**config.mk**
```make
export PLATFORM = sky130hd
export DESIGN_NAME = hamming_secded_encoder_stream_flat
export DESIGN_NICKNAME = d
export VERILOG_FILES = /design/src/rtl/hamming_secded_encoder_stream_if.sv /design/src/rtl/hamming_secded_encoder_stream.sv /design/src/flat_wrapper.sv
export SDC_FILE = /design/constraint.sdc
export NUM_CORES = 1
export LEC_CHECK = 0
export CORE_AREA = 8 8 66 68
export DETAILED_ROUTE_END_ITERATION = 8
export DIE_AREA = 0 0 74 76
export GPL_TIMING_DRIVEN = 0
export PLACE_DENSITY = 0.74
export SKIP_LAST_GASP = 1
export SLEW_MARGIN = 40
export SYNTH_ARGS = -nofsm -noshare
export SYNTH_HDL_FRONTEND = slang
export SYNTH_SLANG_ARGS = --single-unit
export TNS_END_PERCENT = 1
```
**constraint.sdc**
```tcl
create_clock -name clk -period 1.7 [get_ports clk]
set_input_delay 0.255 -clock clk [delete_from_list [all_inputs] [get_ports clk]]
set_output_delay 0.255 -clock clk [all_outputs]
set_load 0.02 [all_outputs]
```
**src/rtl/hamming_secded_encoder_stream_if.sv**
```systemverilog
// Stream bundle for the SECDED encoder: input word side and output codeword side.
interface hamming_secded_encoder_stream_if #(
  parameter int unsigned DATA_W = 4,
  parameter int unsigned CODE_W = 8
) ();
  logic              in_valid;
  logic              in_ready;
  logic [DATA_W-1:0] in_data;
  logic [CODE_W-1:0] inj_mask;
  logic              out_valid;
  logic              out_ready;
  logic [CODE_W-1:0] out_code;
  logic              out_injected;

  modport slave (
    input  in_valid, in_data, inj_mask, out_ready,
    output in_ready, out_valid, out_code, out_injected
  );

  modport master (
    output in_valid, in_data, inj_mask, out_ready,
    input  in_ready, out_valid, out_code, out_injected
  );
endinterface

```
**src/rtl/hamming_secded_encoder_stream.sv**
```systemverilog
// Registered SECDED (extended Hamming) encoder with valid/ready stream handshake,
// per-word error injection and a saturating accepted-word counter.
module hamming_secded_encoder_stream #(
  parameter int unsigned DATA_W = 4,
  parameter int unsigned CNT_W  = 16
) (
  input  logic                            clk,
  input  logic                            rst,
  hamming_secded_encoder_stream_if.slave  bus,
  output logic [CNT_W-1:0]                word_count
);

  function automatic int unsigned par_width(input int unsigned dw);
    int unsigned r;
    r = 1;
    while ((32'd1 << r) < dw + r + 1) r++;
    return r;
  endfunction

  localparam int unsigned PAR_W  = par_width(DATA_W);
  localparam int unsigned CODE_W = DATA_W + PAR_W + 1;

  logic [CODE_W-1:0] clean;
  logic              take_in;
  logic              take_out;

  // Data fills non-power-of-two positions in order, then each parity covers
  // the positions whose index has its bit set; overall parity goes on top.
  always_comb begin
    int unsigned di;
    clean = '0;
    di    = 0;
    for (int unsigned k = 1; k < CODE_W; k++) begin
      if ((k & (k - 1)) != 0) begin
        clean[k-1] = bus.in_data[di];
        di++;
      end
    end
    for (int unsigned p = 0; p < PAR_W; p++) begin
      for (int unsigned k = 1; k < CODE_W; k++) begin
        if (k[p] && ((k & (k - 1)) != 0)) clean[(1 << p) - 1] ^= clean[k-1];
      end
    end
    clean[CODE_W-1] = ^clean[CODE_W-2:0];
  end

  assign bus.in_ready = !bus.out_valid || bus.out_ready;
  assign take_in      = bus.in_valid && bus.in_ready;
  assign take_out     = bus.out_valid && bus.out_ready;

  always_ff @(posedge clk) begin
    if (rst) begin
      bus.out_valid    <= 1'b0;
      bus.out_code     <= '0;
      bus.out_injected <= 1'b0;
      word_count       <= '0;
    end else begin
      if (take_in) begin
        bus.out_code     <= clean ^ bus.inj_mask;
        bus.out_injected <= |bus.inj_mask;
        bus.out_valid    <= 1'b1;
      end else if (take_out) begin
        bus.out_valid    <= 1'b0;
      end
      if (take_in && (word_count != '1)) word_count <= word_count + 1'b1;
    end
  end

endmodule

```
**src/flat_wrapper.sv**
```systemverilog
// flat-port wrapper written by rule: the top's interface ports become plain ports
module hamming_secded_encoder_stream_flat 
#(
  parameter int unsigned DATA_W = 4,
  parameter int unsigned CNT_W  = 16
)
  (clk, rst, word_count, bus_in_valid, bus_in_data, bus_inj_mask, bus_out_ready, bus_in_ready, bus_out_valid, bus_out_code, bus_out_injected);
  hamming_secded_encoder_stream_if #(.DATA_W(DATA_W)) bus_i ();
  input  logic clk;
  input  logic rst;
  output logic [CNT_W-1:0] word_count;
  input wire logic [$bits(bus_i.in_valid)-1:0] bus_in_valid;
  input wire logic [$bits(bus_i.in_data)-1:0] bus_in_data;
  input wire logic [$bits(bus_i.inj_mask)-1:0] bus_inj_mask;
  input wire logic [$bits(bus_i.out_ready)-1:0] bus_out_ready;
  output wire logic [$bits(bus_i.in_ready)-1:0] bus_in_ready;
  output wire logic [$bits(bus_i.out_valid)-1:0] bus_out_valid;
  output wire logic [$bits(bus_i.out_code)-1:0] bus_out_code;
  output wire logic [$bits(bus_i.out_injected)-1:0] bus_out_injected;
  assign bus_i.in_valid = bus_in_valid;
  assign bus_i.in_data = bus_in_data;
  assign bus_i.inj_mask = bus_inj_mask;
  assign bus_i.out_ready = bus_out_ready;
  assign bus_in_ready = bus_i.in_ready;
  assign bus_out_valid = bus_i.out_valid;
  assign bus_out_code = bus_i.out_code;
  assign bus_out_injected = bus_i.out_injected;
  hamming_secded_encoder_stream #(.DATA_W(DATA_W), .CNT_W(CNT_W)) u_core (.clk(clk), .rst(rst), .bus(bus_i), .word_count(word_count));
endmodule
```
==> summary.txt <==
Pwr
  • Sw Ratio: 26.7%
  • Clock share of power: 21.9%
  • Cell Int Power: 0.839 mW
  • Comb power frac: 21.4%
  • Net Switching: 0.306 mW
  • Peak supply drop: 0.368 mV
  • Pwr dens: 591 mW/mm^2
  • Lkg Pwr: 0.669 nW
  • Reg power frac: 56.6%

Synthesis
  • Sequential area share after synthesis: 39.3%
  • FF+latch count, synth: 26
  • Post-synth EDFFs: 0
  • Synth Flop Type: dfxtp_1
  • Yosys warning count: 0
  • Syn_nets: 164
  • Mapped Avg Cell Area: 9.01 um^2
  • Top cells by area, synth: dfxtp_1, xnor2_1, a21oi_1
  • Mapped Cells: 147
  • Synth unique cells: 35
  • Synth area leader: dfxtp_1
  • Most instantiated cells after synthesis: dfxtp_1, a21oi_1, nor2_1
  • Top-area cell type share of the netlist area: 39.3%
  • Most common cell in the netlist: dfxtp_1
  • Post-Syn Area: 0.00132 mm^2
  • Synth async-reset ratio: 0%

Floorplanning
  • Placeable Area: 0.00344 mm^2
  • Boundary Pins: 43
  • Die Wd: 74 um
  • DIE AREA: 0.00562 mm^2
  • Standard-cell rows: 22
  • Initial core utilization: 38.5%
  • Die Y: 76 um

Global route
  • Largest net degree at the start of global routing: 14
  • Vias in the first global route: 1292
  • Total grt overflow: 0
  • Antenna violations before repair: 0
  • Global-route wire length before repair: 5.61 mm
  • GRT Overall Usage: 12.0%

STA
  • Min Hold Slack: 155 ps
  • Final setup violating endpoints: 1
  • Actual slew at the worst max-slew pin: 468 ps
  • RSZ-0062 raised after global routing: true
  • Post-layout min period: 1700 ps
  • Max Fclk: 588 MHz
  • Final hold vios: 0
  • Final worst path period share: 100%
  • Setup TNS: -1.09 ps
  • Rel. slew slack: 68.8%
  • Post-Route Skew: 5.68 ps
  • Final Max Slew Viols: 0
  • Worst Setup Slack, final: -1.09 ps

Clock network
  • Hold buffers post-CTS: 0
  • Clock Tree Buf Depth: 2
  • CTS tree: built
  • Total CTS buffers: 3
  • Clock root buffer: clkbuf_4
  • CTS clock-pin slew for the worst setup and hold paths: 130 ps
  • H-Tree Depth: 1
  • Clock sinks: 26
  • Clk_lat worst skew: 310 ps

Route
  • Final WL: 3.52 mm
  • Via density per instance: 5.40
  • Pre-antenna DRT Iters: 4
  • DR vias: 1322
  • DRC violation count after routing: 0
  • Post-DRT Antenna Nets: 0
  • DR iter-0 viols: 102
  • Routed len/inst: 14.4 um

Layout
  • Fill cell count: 307
  • Util after Layout: 56.3%
  • Ant. Diodes: 0
  • Final nets: 216
  • Post-route cell area: 0.00194 mm^2
  • Layout area overhead: 46.4%
  • Fraction of layout cells with a size suffix above 1: 18.3%

Run status
  • Outcome: finished with violations
  • Failing checks: setup timing

Critical path
  • WP data required: 1910 ps
  • R2R setup slack: -1 ps
  • Crit path launch type: flop
  • Largest fanout on the critical path: 8
  • Kind of critical path: reg2reg
  • Worst setup EP type: flop
  • Crit path DAT: 1910 ps

Placed design
  • DP HPWL: 2.68 mm
  • Buffers added on ports: 41
  • Gpl congestion: 0.806
  • Area of placed instances: 0.00180 mm^2

Min path
  • Min-Delay Path Class: in2reg

Job
  • Maxcap violations: 0
[layer usage]
layer / track usage [%] / up-vias / part of all wire (%)
li1: - / 663 / -
met1: 13.7 / 617 / 43
met2: 19.6 / 40 / 49
met3: 3.95 / 2 / 7.8
met4: 5.20 / 0 / 0.57
met5: 0 / - / 0
[critical path: stages (launching register included)]
cell     delay [ps]
dfxtp_1         480
and4_1          270
nand4_2         200
nor4_2          300
mux2_1          350
[worst paths after layout]
kind / start / endpoint / depth (start not counted)
min reg2reg: u_core.word_count[10]$_SDFFE_PP0P_ / u_core.word_count[10]$_SDFFE_PP0P_ / 1
max reg2reg: u_core.word_count[2]$_SDFFE_PP0P_ / u_core.word_count[15]$_SDFFE_PP0P_ / 4
min: rst / u_core.word_count[10]$_SDFFE_PP0P_ / 2
max: u_core.word_count[2]$_SDFFE_PP0P_ / u_core.word_count[15]$_SDFFE_PP0P_ / 4
[repair_timing]
item,CTS,global route
gates resized for setup,4,22
endpoints found under the hold margin,0,0
pin swaps,1,4
endpoints found under the setup margin,21,32
buffers inserted,2,3
cloned,0,1
[sequential cells by signal, summed over array words and instances (netlist names)]
signal and flops:
u_core.bus.out_code 8, u_core.word_count 16, u_core.bus.out_valid 1, u_core.bus.out_injected 1
[cells in the final DEF, fill, tap and decap left out, drive strengths merged, types with 6 or more instances in the layout]
master         netlist  routed
clkdlybuf4s50        0      39
dfxtp               26      26
a21oi               12      12
nor2                11      11
buf                  3       9
nand2                8       8
xnor2                8       8
a211oi               8       8
nand4                8       8
o31ai                7       7
or4                  7       7
clkbuf               4       7
xor2                 6       6
[layout make-up]
cell class / count / area [um^2] / area share [%]
plain buffers: 8 / 60.1 / 3.10
clock buffers: 3 / 22.5 / 1.16
inverters: 3 / 11.3 / 0.581
multi-input cells: 110 / 791 / 40.8
flip-flops and latches: 26 / 539 / 27.8
well taps: 48 / 60.1 / 3.10
repair buffers: 47 / 454 / 23.4
[power by group through the flow]
stage	Combinational (mW)	Clock [mW]	Sequential (mW)
2_1_floorplan	0.0947	0	0.694
3_3_place_gp	0.236	0	0.664
3_5_place_dp	0.240	0	0.665
4_1_cts	0.240	0.267	0.652
5_1_grt	0.264	0.285	0.652
6_report	0.245	0.251	0.648
[cell families (layout without fill, tap and decap cells)]
group,after synthesis,count (layout),share of synthesized area (%)
flops,26,26,39.3
compound gates,39,39,19.5
mux,2,2,1.70
buf+inv,11,61,4.63
simple gates,54,54,24.7
fa+ha+maj,1,1,0.945
xor+xnor,14,14,9.26
[stage by stage]
step	power [mW]	worst slack, ps	cells
final	1.14	-1.09	245
after global routing	1.20	-83.5	245
after CTS	1.16	-78.9	241
after detailed placement	0.905	-409	236
after global placement	0.901	-379	236
after floorplan	0.788	7.72	147
Power figures use the tool's default switching activity.
